`config.mk`:
```
export PLATFORM = sky130hd
export DESIGN_NAME = soft_symbol_mapper
export DESIGN_NICKNAME = d
export VERILOG_FILES = /design/src/rtl/soft_symbol_mapper.sv
export SDC_FILE = /design/constraint.sdc
export NUM_CORES = 1
export LEC_CHECK = 0
export ABC_AREA = 1
export BUFFER_PORTS_ARGS = -buffer_cell sky130_fd_sc_hd__buf_4
export CAP_MARGIN = 30
export CORE_MARGIN = 2
export CORE_UTILIZATION = 52
export CTS_BUF_LIST = sky130_fd_sc_hd__clkbuf_4
export CTS_CLUSTER_DIAMETER = 100
export DETAILED_ROUTE_END_ITERATION = 10
export PLACE_DENSITY = 0.85
export RECOVER_POWER = 50
export SYNTH_ARGS = -nofsm -noshare
export SYNTH_HDL_FRONTEND = slang
export SYNTH_SLANG_ARGS = --single-unit
```
`constraint.sdc`:
```
create_clock -name clk -period 1.65 [get_ports clk]
set_clock_uncertainty 0.1 [all_clocks]
set_input_delay 0.2475 -clock clk [delete_from_list [all_inputs] [get_ports clk]]
set_output_delay 0.2475 -clock clk [all_outputs]
set_load 0.01 [all_outputs]
```
`src/rtl/soft_symbol_mapper.sv`:
```
// Streaming codeword-to-soft-symbol mapper. Each accepted codeword is serialised
// as LANES soft symbols per registered beat, with per-lane erasure flags and an
// end-of-codeword marker.
module soft_symbol_mapper #(
  parameter int CW_W   = 8,
  parameter int LANES  = 2,
  parameter int SYM_W  = 8,
  parameter int MAG    = 8,
  parameter int FORMAT = 0
) (
  input  logic                   clk,
  input  logic                   rst_n,
  input  logic                   in_valid,
  output logic                   in_ready,
  input  logic [CW_W-1:0]        in_cw,
  input  logic [CW_W-1:0]        in_punct,
  output logic                   out_valid,
  input  logic                   out_ready,
  output logic [LANES*SYM_W-1:0] out_sym,
  output logic [LANES-1:0]       out_erase,
  output logic                   out_last
);
  localparam int BEATS = CW_W / LANES;
  localparam int CNT_W = (BEATS > 1) ? $clog2(BEATS) : 1;
  localparam logic [CNT_W-1:0] LAST_IDX = CNT_W'(BEATS - 1);
  localparam logic [SYM_W-1:0] POS_SYM  = SYM_W'(MAG);
  localparam logic [SYM_W-1:0] NEG_SYM  = SYM_W'(-MAG);
  localparam logic [SYM_W-1:0] MID_SYM  = {1'b1, {(SYM_W-1){1'b0}}};

  if (CW_W % LANES != 0) begin : g_badLanes
    $fatal(1, "soft_symbol_mapper: CW_W must be a multiple of LANES");
  end
  if (MAG >= (1 << (SYM_W - 1))) begin : g_badMag
    $fatal(1, "soft_symbol_mapper: MAG must be below 2^(SYM_W-1)");
  end

  typedef enum logic {IDLE, SHIFT} state_t;

  state_t                 r_state;
  logic [CNT_W-1:0]       r_cnt;
  logic [CW_W-1:0]        r_cw;
  logic [CW_W-1:0]        r_punct;
  logic                   r_outValid;
  logic [LANES*SYM_W-1:0] r_outSym;
  logic [LANES-1:0]       r_outErase;
  logic                   r_outLast;

  logic                   w_busy;
  logic                   w_beatDone;
  logic                   w_take;
  logic [CW_W-1:0]        w_srcCw;
  logic [CW_W-1:0]        w_srcPunct;
  logic [CNT_W-1:0]       w_srcIdx;
  logic [CW_W-1:0]        w_shCw;
  logic [CW_W-1:0]        w_shPunct;
  logic [LANES*SYM_W-1:0] w_nextSym;
  logic [LANES-1:0]       w_nextErase;
  logic                   w_nextLast;

  assign w_busy     = (r_state == SHIFT);
  assign w_beatDone = r_outValid && out_ready;
  assign in_ready   = !w_busy || (w_beatDone && r_outLast);
  assign w_take     = in_valid && in_ready;

  // The next beat comes either from a freshly accepted codeword (beat 0) or
  // from the held codeword at the following beat index.
  assign w_srcCw    = w_take ? in_cw : r_cw;
  assign w_srcPunct = w_take ? in_punct : r_punct;
  assign w_srcIdx   = w_take ? '0 : (r_cnt + CNT_W'(1));
  assign w_nextLast = (w_srcIdx == LAST_IDX);

  always_comb begin
    w_nextSym   = '0;
    w_nextErase = '0;
    w_shCw      = '0;
    w_shPunct   = '0;
    for (int i = 0; i < LANES; i++) begin
      w_shCw    = w_srcCw >> (int'(w_srcIdx) * LANES + i);
      w_shPunct = w_srcPunct >> (int'(w_srcIdx) * LANES + i);
      if (w_shPunct[0]) begin
        w_nextSym[i*SYM_W +: SYM_W] = (FORMAT == 0) ? '0 : MID_SYM;
      end else if (FORMAT == 0) begin
        w_nextSym[i*SYM_W +: SYM_W] = w_shCw[0] ? NEG_SYM : POS_SYM;
      end else begin
        w_nextSym[i*SYM_W +: SYM_W] = {~w_shCw[0], POS_SYM[SYM_W-2:0]};
      end
      w_nextErase[i] = w_shPunct[0];
    end
  end

  always_ff @(posedge clk or negedge rst_n) begin
    if (!rst_n) begin
      r_state    <= IDLE;
      r_cnt      <= '0;
      r_cw       <= '0;
      r_punct    <= '0;
      r_outValid <= 1'b0;
      r_outSym   <= '0;
      r_outErase <= '0;
      r_outLast  <= 1'b0;
    end else begin
      if (w_take) begin
        r_cw    <= in_cw;
        r_punct <= in_punct;
      end
      if (w_take || (w_beatDone && !r_outLast)) begin
        r_state    <= SHIFT;
        r_cnt      <= w_srcIdx;
        r_outValid <= 1'b1;
        r_outSym   <= w_nextSym;
        r_outErase <= w_nextErase;
        r_outLast  <= w_nextLast;
      end else if (w_beatDone) begin
        r_state    <= IDLE;
        r_outValid <= 1'b0;
      end
    end
  end

  assign out_valid = r_outValid;
  assign out_sym   = r_outSym;
  assign out_erase = r_outErase;
  assign out_last  = r_outLast;
endmodule

```
# [Word level (Yosys, flattened, before mapping)]
# Index checks and enable logic that the tools add are counted.
[op_classes] shifts=4 n_reduce_logical=9 n_mux=9 n_addsub=2 eq_ne=1
[ops] cell="$mux W8" count=6
[ops] cell="$shr A8 B32 Y1" count=1
[ops] cell="$shr A8 B3 Y1" count=2
[ops] cell="$shr A8 B4 Y1" count=1
[ops] cell="$add A3 B1 Y4 const B" count=1
[ops] cell="$logic_and A1 B1 Y1" count=4
[ops] cell="$add A2 B1 Y2 const B" count=1
[ops] cell="$eq A2 B2 Y1 const B" count=1
[ops] cell="$logic_not A1 Y1" count=2
[ops] cell="$logic_or A1 B1 Y1" count=2
[ops] cell="$mux W1" count=2
[ops] cell="$mux W2" count=1
[ops] cell="$reduce_bool A2 Y1" count=1
[word_totals] inputBits=20 regBits=38 wordCells=32 output_inout_bits=21

# [Longest topological paths before layout]
# Gate-level depths: netlist (run 1).
[depth] depth_word=9 mapped_depth=11 ltp_nobuf=10

# [Worst setup path before layout (run 1)]
# OpenSTA, ideal clock, no wires.
[synth_timing] kind="flip-flop to flip-flop" start="reg r_outLast (netlist: out_last)" end="reg r_outSym[14] (netlist: out_sym[14])" slack_ps=168 period_less_slack_ps=1482 setup_time_ps=116 path_stages_with_launch=12 arrival_time_ps=1265 t_required_ps=1434 n_path_buf=2 path_cell_list="dfrtp_1 > nand2_1 > nand2_4 > nand2_4 > buf_6 > buf_6 > nand2_4 > o211ai_2 > nand2_1 > nand2_1 > nand2_1 > nand2_1"
[synth_via] elab_chain_len=8 elab_cells_between_ends=14 classes_between="add/sub (1); shift (2); mux (5); reduce/logical (6)"
[synth_rtl] element="start: declaration" line="46" source="logic r_outLast;"
[synth_rtl] element="start signal: assignment" line="112" source="r_outLast <= w_nextLast;"
[synth_rtl] element="$logic_and A1 B1 Y1 (*)" line="62" source="assign in_ready = !w_busy || (w_beatDone && r_outLast);"
[synth_rtl] element="$logic_or A1 B1 Y1 (*)" line="62"
[synth_rtl] element="net in_ready" line="14" source="output logic in_ready,"
[synth_rtl] element="$logic_and A1 B1 Y1 (*)" line="63" source="assign w_take = in_valid && in_ready;"
[synth_rtl] element="$mux W2" line="69" source="assign w_srcIdx = w_take ? '0 : (r_cnt + CNT_W'(1));"
[synth_rtl] element="$add A3 B1 Y4" line="78, 79"
[synth_rtl] element="$shr A8 B32 Y1" line="78" source="w_shCw = w_srcCw >> (int'(w_srcIdx) * LANES + i);"
[synth_rtl] element="$mux W8" line="83" source="w_nextSym[i*SYM_W +: SYM_W] = w_shCw[0] ? NEG_SYM : POS_SYM;"
[synth_rtl] element="$mux W8" line="80" source="if (w_shPunct[0]) begin"
[synth_rtl] element="end signal: assignment" line="110" source="r_outSym <= w_nextSym;"
[synth_rtl] element="end: declaration" line="44" source="logic [LANES*SYM_W-1:0] r_outSym;"
# Mark *: on every way through the listed nets, which the timed path passes. The rest lies on a longest branch.
# A chain may end at the register's enable or synchronous reset.

# [Final worst setup path (run 1)]
[layout_timing] start="reg r_state" end="reg r_outSym[14] (netlist: out_sym[14])"
[layout_via] elab_chain_len=9 elab_cells_between_ends=15 classes_between="add/sub (1); shift (2); mux (5); reduce/logical (7)"
[layout_rtl] element="start: declaration" line="39" source="state_t r_state;"
[layout_rtl] element="start signal: assignment" line="93" source="r_state <= IDLE;"
[layout_rtl] element="start signal: assignment" line="107" source="r_state <= SHIFT;"
[layout_rtl] element="start signal: assignment" line="114" source="r_state <= IDLE;"
[layout_rtl] element="$logic_and A1 B1 Y1 (2 in a row)"
[layout_rtl] element="$logic_or A1 B1 Y1" line="62"
[layout_rtl] element="$logic_and A1 B1 Y1" line="63"
[layout_rtl] element="$mux W2" line="69"
[layout_rtl] element="$add A3 B1 Y4" line="78, 79"
[layout_rtl] element="$shr A8 B32 Y1" line="78"
[layout_rtl] element="$mux W8" line="83"
[layout_rtl] element="$mux W8" line="80"
# Parallel ways exist; a longest one is shown, timed or not.

==> metrics.md, run 1 <==
| Metric | Value |
|---|---|
| Status | complete, no violations |
| Crit. Startpoint | r_state |
| Gpl congestion | 0.847 |
| Final Critical Period | 1.60 ns |
| Worst hold-check path type | in2reg |
| Routed WL | 3020 um |
| Antenna Cells | 0 |
| Core Area | 2450 um^2 |
| Initial antenna violation count | 0 |
| CP Capture Type | flip-flop |
| Cell row count | 18 |
| CTS max path bufs | 2 |
| Final hold slack | 0.00364 ns |
| Final nets | 224 |
| Setup crit end | out_sym[14] |
| RR Endpoint | out_sym[14] |
| First-pass GRT wire length | 4380 um |
| H-tree Lvls | 1 |
| Top cell type's share of synthesized area | 0.486 |
| Clock sink total | 26 |
| Post-route cell area | 1690 um^2 |
| Worst EP required | 1.79 ns |
| Synthesized instance count | 159 |
| Routed len/inst | 13.0 um |
| CP startpoint kind | flip-flop |
| Placed inst area | 1550 um^2 |
| Crit Path Max Fanout | 9 |
| Worst-Margin Slew | 0.629 ns |
| Worst R2R Setup Slack | 0.05 ns |
| Relative slew slack | 0.581 |
| Max_cap viols | 0 |
| Slew Viols, Final | 0 |
| Peak supply drop | 1.14 mV |
| Yosys top cell by area | dfrtp_1 |
| Routed via count | 1151 |
| Fmax | 625 MHz |
| Clk root buf | clkbuf_4 |
| Hold Vio Cnt, Final | 0 |
| Largest net degree at the start of global routing | 27 |
| Sum Neg Setup Slack | 0 ns |
| Vias in the first global route | 1024 |
| Total CTS buffers | 3 |
| Tot Pwr | 0.00315 W |
| Final WS setup | 0.0494 ns |
| Final HPWL DP | 2040 um |
| DRC | 0 |
| Initial drt markers | 37 |
| R2R depth | 9 |
| Leak Pwr | 0.920 nW |
| Syn avg cell area | 8.41 um^2 |
| Remaining antenna violation count | 0 |
| Crit path kind | reg2reg |
| Ports | 41 |
| RR Startpoint | r_state |
| CTS tree | yes |
| Pre-Repair DR Iteration Count | 4 |
| Ys Warns | 0 |
| Initial Util | 0.545 |
| Synth area leaders | dfrtp_1 49%, nand2_1 14%, buf_4 6.7% |
| Clock slew at reported path FFs | 0.14 ns |
| Clk Latency, worst-skew pair | 0.33 ns |
| Fill cells | 193 |
| Mapped Area | 1340 um^2 |
| Synthesis-to-layout area growth | 26.1% |
| Port Buffers | 34 |
| Number of synthesized register bits | 26 |
| Worst Path Arrival | 1.74 ns |
| Die Ht | 54.7 um |
| Total gr overflow | 0 |
| Die area | 2990 um^2 |
| Layout cell share with drive strength beyond 1 | 0.356 |
| Via density | 4.96 |
| Yosys cell types | 20 |
| Die W | 54.7 um |
| PwrDens | 1870 nW/um^2 |
| Final number of setup-violating endpoints | 0 |
| Pre-CTS setup slack | 0.0232 ns |
| Global Route Usage Sum | 0.209 |
| Sequential-to-total area share from yosys stat | 0.486 |
| Fin crit share | 0.970 |
-- layer usage --
layer,track usage,routed length [um]
met1,0.255,1210
met3,0.0273,137
met4,0.117,87
met5,0,0
met2,0.353,1590
-- sequential cells by signal, summed over array words and instances (netlist names) --
signal     flops
r_punct        8
r_cw           8
r_state        1
out_last       1
out_sym        4
out_erase      2
r_cnt          2
-- cell families (layout without fill, tap and decap cells) --
logic type / after synthesis / in the layout / share of synthesized area
AND/OR/NAND/NOR: 85 / 85 / 0.293
flip-flops: 26 / 26 / 0.486
buffers and inverters: 29 / 67 / 0.127
AO/OA/AOI/OAI: 17 / 17 / 0.0786
other: 1 / 6 / 0.00280
XOR/XNOR: 1 / 1 / 0.0122
-- per-stage QoR --
step,utilization,instances
6_report,0.687,232
5_1_grt,0.687,232
4_1_cts,0.649,221
3_5_place_dp,0.633,216
3_3_place_gp,0.633,216
2_1_floorplan,-,164
-- critical path, cell delays in order (launching register included) --
cell and delay, ns:
dfrtp_1 0.46, nand2_4 0.13, nand2_8 0.08, buf_4 0.17
nand2_4 0.11, o21ai_0 0.12, nor2_1 0.17, nor2_2 0.07
nand2_1 0.05, nand2_1 0.04
-- area by class of cell --
cell class	instances	area (um^2)	share of cell area
clock buffer	3	22.5	0.0134
inverter	14	56.3	0.0334
multi-input combinational	109	552	0.327
sequential	26	651	0.386
tap	30	37.5	0.0223
timing repair buffer	50	368	0.218
-- synth_stat cells --
cell type	number
buf_4	12
nand2_4	5
nor2_2	1
conb_1	1
o211ai_2	1
a21oi_2	2
buf_2	1
nand2_2	6
nor2_1	9
inv_2	2
nand2_1	50
inv_1	12
a21oi_1	2
nand3_1	14
buf_6	2
o21ai_2	1
o22ai_1	1
xor2_2	1
o21ai_0	10
dfrtp_1	26
-- power by group --
group | internal, W | switching (W) | total [W]
sequential | 0.000944 | 0.000193 | 0.00114
combinational | 0.000744 | 0.000996 | 0.00174
clock | 0.0000858 | 0.000184 | 0.000270
-- cell usage in the layout, fill, tap and decap left out, types with 2 or more instances in the layout --
cell type and n:
nand2_1 49, buf_4 46, dfrtp_1 26, nand3_1 13, inv_1 11, o21ai_0 10, nor2_1 9, nand2_2 7
conb_1 6, nand2_4 4, clkbuf_4 3, inv_2 2, a21oi_2 2, a21oi_1 2, clkbuf_1 2
-- worst min path at each step --
| stage | startpoint | to | slack, ns | cells after the start |
|---|---|---|---|---|
| after floorplan | rst_n | out_erase[0] | -0.15 | 0 |
| after detailed placement | rst_n | r_cnt[1] | 0.07 | 1 |
| after global placement | rst_n | r_cnt[1] | 0.07 | 1 |
| final | in_punct[3] | r_punct[3] | 0.004 | 3 |
| after CTS | in_cw[3] | r_cw[3] | 0.005 | 3 |
| after global routing | in_punct[3] | r_punct[3] | 0.02 | 3 |
-- timing repair --
item	CTS	global route
resized for setup	0	4
hold buffers	1	0
setup endpoints to repair	1	6
buffers inserted	1	11
hold endpoints to repair	26	0
pin swaps	0	4
Note: power is estimated with default switching activity, not from simulation.
==> inputs of run 2 (changes only) <==
--- a/config.mk
+++ b/config.mk
@@ -10,7 +10,7 @@
 export CAP_MARGIN = 30
 export CORE_MARGIN = 2
 export CORE_UTILIZATION = 52
-export CTS_BUF_LIST = sky130_fd_sc_hd__clkbuf_4
+export CTS_BUF_LIST = sky130_fd_sc_hd__clkbuf_8
 export CTS_CLUSTER_DIAMETER = 100
 export DETAILED_ROUTE_END_ITERATION = 10
 export PLACE_DENSITY = 0.85
==> run 2 against run 1 <==
Against the previous run: register-to-register slack better by 0.03 ns; global-route usage down 0.52 points; power up 3.5%; count of clock-buffer cells in the layout unchanged; hold slack better by 0.058 ns; sequential share of layout area down 0.70 points; die area unchanged; clock power up 34%.
==> metrics.md, run 2 (synthesis gave the netlist of run 1 again) <==
| Metric | Value |
|---|---|
| Slew Viols, Final | 0 |
| Cell row count | 18 |
| Initial antenna violation count | 0 |
| Worst hold-check path type | in2reg |
| Fill cells | 176 |
| Leak Pwr | 0.922 nW |
| Routed len/inst | 13.2 um |
| Clk root buf | clkbuf_8 |
| Slowest-stage cell, CP | dfrtp_1 |
| PwrDens | 1900 nW/um^2 |
| Most common cell after layout, fill and taps aside | nand2_1 |
| CTS max path bufs | 2 |
| Total gr overflow | 0 |
| Non-Filler Instances | 227 |
| Hold depth | 3 |
| Die Ht | 54.7 um |
| Via density | 5.00 |
| Clock sink total | 26 |
| Slowest cell delay on critical path | 0.41 ns |
| Antenna Cells | 0 |
| Tot Pwr | 0.00326 W |
| Final Critical Period | 1.57 ns |
| Register Area | 651 um^2 |
| Worst-Margin Slew | 0.637 ns |
| Most Used Layer, Global Route | met2 |
| Synthesis-to-layout area growth | 28.4% |
| Die area | 2990 um^2 |
| Relative slew slack | 0.575 |
| Final number of setup-violating endpoints | 0 |
| Final HPWL DP | 2040 um |
| First-pass GRT wire length | 4290 um |
| Commonest non-fill, non-tap cells in the layout | 49 x nand2_1, 41 x buf_4, 26 x dfrtp_1 |
| Final nets | 219 |
| Remaining antenna violation count | 0 |
| CTS tree | yes |
| Core Area | 2450 um^2 |
| Met1 track demand over resource | 0.253 |
| CP startpoint kind | flip-flop |
| CP Capture Type | flip-flop |
| Met3 Use GR | 0.0273 |
| Multi-input logic area | 574 um^2 |
| Die W | 54.7 um |
| Pre-Repair DR Iteration Count | 4 |
| Initial Util | 0.545 |
| Worst EP required | 1.72 ns |
| Hold Vio Cnt, Final | 0 |
| Clk Latency, worst-skew pair | 0.27 ns |
| Worst Path Arrival | 1.64 ns |
| Status | complete, no violations |
| Port Buffers | 34 |
| Largest net degree at the start of global routing | 27 |
| Routed WL | 2990 um |
| Fin crit share | 0.951 |
| Global Route Usage Sum | 0.204 |
| DRC | 0 |
| Initial drt markers | 37 |
| Sum Neg Setup Slack | 0 ns |
| Crit path kind | reg2reg |
| Worst-path cell chain | nand2_2, nand2_4, nand2_8, buf_8, nand2_8, o21ai_0, nor2_1, nor2_2, nand2_1, nand2_1 |
| Total CTS buffers | 3 |
| Max_cap viols | 0 |
| H-tree Lvls | 1 |
| Routed via count | 1136 |
| Gpl congestion | 0.847 |
| R2R depth | 10 |
| Dpl cells | 216 |
| Met2 Track Usage GR | 0.351 |
| Clock slew at reported path FFs | 0.09 ns |
| Ports | 41 |
| Fmax | 637 MHz |
| Peak supply drop | 1.22 mV |
| Vias in the first global route | 1014 |
| Layout cell share with drive strength beyond 1 | 0.350 |
| Crit Path Max Fanout | 9 |
run 2: cell types whose count changed in the layout (fill, tap and decap cells not counted):
cell,before,now
buf_12,0,1
buf_4,46,41
buf_8,0,1
clkbuf_1,2,0
clkbuf_4,3,0
clkbuf_8,0,3
nand2_2,7,6
nand2_4,4,3
nand2_8,1,3
run 2: worst paths after layout:
check                       startpoint      endpoint  slack (ns)
min                           in_cw[3]       r_cw[3]        0.06
max in group asynchronous        rst_n    r_punct[5]        0.62
max                           out_last   out_sym[14]        0.08
min in group asynchronous        rst_n  out_erase[1]        0.42
min reg2reg                out_sym[11]   out_sym[11]        0.39
max reg2reg                   out_last   out_sym[14]        0.08
run 2: power by group:
| group | internal [W] | switching, W |
|---|---|---|
| combinational | 0.000738 | 0.00101 |
| sequential | 0.000946 | 0.000195 |
| clock | 0.000164 | 0.000198 |
| total | 0.00185 | 0.00141 |
run 2: final cells by class:
type / instances / area share
clock buffer: 3 / 0.0240
inverter: 14 / 0.0328
multi-input combinational: 109 / 0.334
sequential: 26 / 0.379
tap: 30 / 0.0218
timing repair buffer: 45 / 0.208
run 2: repair_timing:
| item | 4_1_cts | 5_1_grt |
|---|---|---|
| setup endpoints to repair | 0 | 6 |
| hold buffers | 1 | 0 |
| endpoints found under the hold margin | 26 | 0 |
| setup buffers | 0 | 7 |
| resized for setup | 0 | 9 |
run 2: through the flow:
stage | utilization | worst slack (ns) | instance area (um^2) | hold slack, ns
4_1_cts | 0.654 | 0.00886 | 1610 | 0.0679
5_1_grt | 0.700 | -0.0131 | 1720 | 0.0787
2_1_floorplan | - | 0.168 | 1360 | -0.148
3_3_place_gp | 0.633 | 0.0954 | 1550 | 0.0677
3_5_place_dp | 0.633 | 0.0232 | 1550 | 0.0714
6_report | 0.700 | 0.0801 | 1720 | 0.0617
run 2: critical path, delay by kind of cell, from the launching register on:
kind                   cells  cell delay [ns]
DFF                        1             0.41
AOI/OAI and AO/OA          1             0.08
buffers and inverters      1             0.16
and+or+nand+nor            8             0.73
run 2: metal layers:
metal | vias to the layer above | routed length (um)
li1 | 556 | -
met1 | 535 | 1230
met2 | 38 | 1520
met3 | 7 | 165
met4 | 0 | 67
met5 | - | 0
==> inputs of run 3 (changes only) <==
--- a/config.mk
+++ b/config.mk
@@ -15,6 +15,7 @@
 export DETAILED_ROUTE_END_ITERATION = 10
 export PLACE_DENSITY = 0.85
 export RECOVER_POWER = 50
+export SETUP_SLACK_MARGIN = 0.4
 export SYNTH_ARGS = -nofsm -noshare
 export SYNTH_HDL_FRONTEND = slang
 export SYNTH_SLANG_ARGS = --single-unit
==> run 3 against run 2 <==
Against the previous run: cell count up 1.8%; utilization up 6.6 points; critical endpoint unchanged; combinational power up 26%; final area up 9.4%; non-clock buffer count up 4; hold slack better by 0.0061 ns; flip-flop and latch count unchanged; via count up 7.7%; wire length up 15%.
==> metrics.md, run 3 (synthesis gave the netlist of run 1 again) <==
| Metric | Value |
|---|---|
| Port Buffers | 34 |
| Pre-Repair DR Iteration Count | 4 |
| Hold Vio Cnt, Final | 0 |
| First-pass GRT wire length | 5160 um |
| Worst R2R Setup Slack | 0.04 ns |
| Vias in the first global route | 1100 |
| R2R depth | 10 |
| Die Ht | 54.7 um |
| Worst-path cell chain | nand2_1, nand2_4, nand2_8, buf_6, nand2_8, a21oi_1, o21ai_1, nand2_1, nand2_1, nand2_1 |
| H-tree Lvls | 1 |
| Worst hold-check path type | in2reg |
| Routed WL | 3430 um |
| Final HPWL DP | 2030 um |
| Final number of setup-violating endpoints | 0 |
| Post-route cell area | 1880 um^2 |
| Initial drt markers | 36 |
| PwrDens | 1990 nW/um^2 |
| RR Endpoint | out_sym[14] |
| Antenna Cells | 0 |
| Status | complete, no violations |
| Worst EP required | 1.76 ns |
| Crit Path Max Fanout | 8 |
| Hold worst-path end | r_cw[3] |
| Final Critical Period | 1.61 ns |
| Register Area | 652 um^2 |
| Layout cell share with drive strength beyond 1 | 0.423 |
| Placed inst area | 1580 um^2 |
| Clk root buf | clkbuf_8 |
| Core Area | 2450 um^2 |
| Fin crit share | 0.977 |
| Crit path kind | reg2reg |
| Initial Util | 0.545 |
| Via density | 5.29 |
| Peak supply drop | 1.41 mV |
| CP Capture Type | flip-flop |
| Ports | 41 |
| Slew Viols, Final | 0 |
| Clock slew at reported path FFs | 0.08 ns |
| Slowest-stage cell, CP | dfrtp_1 |
| Most Used Layer, Global Route | met2 |
| Worst Path Buf+Inv | 1 |
| Initial antenna violation count | 0 |
| Worst Path Arrival | 1.72 ns |
| Min-delay src | in_cw[3] |
| Dpl cells | 215 |
| Gpl congestion | 0.885 |
| Final nets | 223 |
| Met1 track demand over resource | 0.306 |
| Fill cells | 155 |
| Clk Latency, worst-skew pair | 0.27 ns |
| Remaining antenna violation count | 0 |
| Hold depth | 3 |
| Global Route Usage Sum | 0.244 |
| Fmax | 620 MHz |
| Met2 Track Usage GR | 0.417 |
| RSZ-0062 raised after global routing | true |
| Met3 Use GR | 0.0355 |
| Relative slew slack | 0.587 |
| CTS tree | yes |
| Max_cap viols | 0 |
| Worst-Margin Slew | 0.620 ns |
| CTS max path bufs | 2 |
| Largest net degree at the start of global routing | 27 |
| Die area | 2990 um^2 |
| Cell row count | 18 |
| Sum Neg Setup Slack | 0 ns |
| CP startpoint kind | flip-flop |
| Routed len/inst | 14.8 um |
| RR Startpoint | out_last |
| Routed via count | 1223 |
| Non-Filler Instances | 231 |
| Delay-heaviest family, CP | simple AND/OR/NAND/NOR gates |
| Synthesis-to-layout area growth | 40.5% |
| Slowest cell delay on critical path | 0.41 ns |
| DRC | 0 |
| Most common cell after layout, fill and taps aside | nand2_1 |
| Commonest non-fill, non-tap cells in the layout | 45 x nand2_1, 35 x buf_4, 25 x dfrtp_1 |
| Total gr overflow | 0 |
| Clock sink total | 26 |
| Most common cell on crit path | nand2_1 |
| Multi-input logic area | 682 um^2 |
| Total CTS buffers | 3 |
| Die W | 54.7 um |
| Leak Pwr | 0.965 nW |
[run 3: cell types whose count changed in the layout (fill, tap and decap cells not counted), sizes merged]
cell    previous run  this run
clkbuf             4         9
buf               43        42
[run 3: metal layers]
layer  up-vias  routed length [um]
met4         0                 119
met3        14                 180
li1        561                   -
met2        58                1720
met5         -                   0
met1       590                1400
[run 3: how the worst max path moves through the flow]
| stage | start | to | slack (ns) | depth (start not counted) |
|---|---|---|---|---|
| 2_1_floorplan | out_last | out_sym[14] | 0.18 | 11 |
| 3_3_place_gp | out_last | out_sym[14] | 0.11 | 10 |
| 3_5_place_dp | out_last | out_sym[14] | 0.05 | 10 |
| 4_1_cts | out_last | out_sym[14] | 0.19 | 11 |
| 5_1_grt | out_last | out_sym[14] | -0.03 | 10 |
| 6_report | out_last | out_sym[14] | 0.04 | 10 |
[run 3: area by class of cell]
class                      instances  share of cell area
inverter                          14              0.0326
clock buffer                       3              0.0220
timing repair buffer              49               0.216
sequential                        26               0.347
multi-input combinational        109               0.363
tap                               30              0.0200
[run 3: where the power goes]
part           internal [W]  switching, W
logic              0.000913       0.00130
registers          0.000950      0.000223
clock network      0.000164      0.000188
[run 3: what timing repair did]
item,CTS,global route
setup endpoints to repair,18,20
setup buffers,7,4
endpoints found under the hold margin,26,0
resized for setup,17,24
hold buffers,1,0
gates cloned,0,1
pin swaps,8,7
[run 3: stage by stage]
| step | total power (W) | utilization | hold slack [ns] | setup WS, ns |
|---|---|---|---|---|
| final | 0.00373 | 0.766 | 0.0677 | 0.0374 |
| after global routing | 0.00399 | 0.766 | 0.0717 | -0.0255 |
| after CTS | 0.00332 | 0.712 | 0.0661 | 0.190 |
| after detailed placement | 0.00272 | 0.642 | 0.0725 | 0.0545 |
| after global placement | 0.00266 | 0.642 | 0.0644 | 0.115 |
| after floorplan | 0.00228 | - | -0.148 | 0.176 |
[run 3: worst reg2reg max path: stages, from the launching register on]
cell,delay (ns)
dfrtp_1,0.41
nand2_1,0.12
nand2_4,0.09
nand2_8,0.11
buf_6,0.12
nand2_8,0.07
a21oi_1,0.20
o21ai_1,0.13
nand2_1,0.09
nand2_1,0.06
nand2_1,0.06
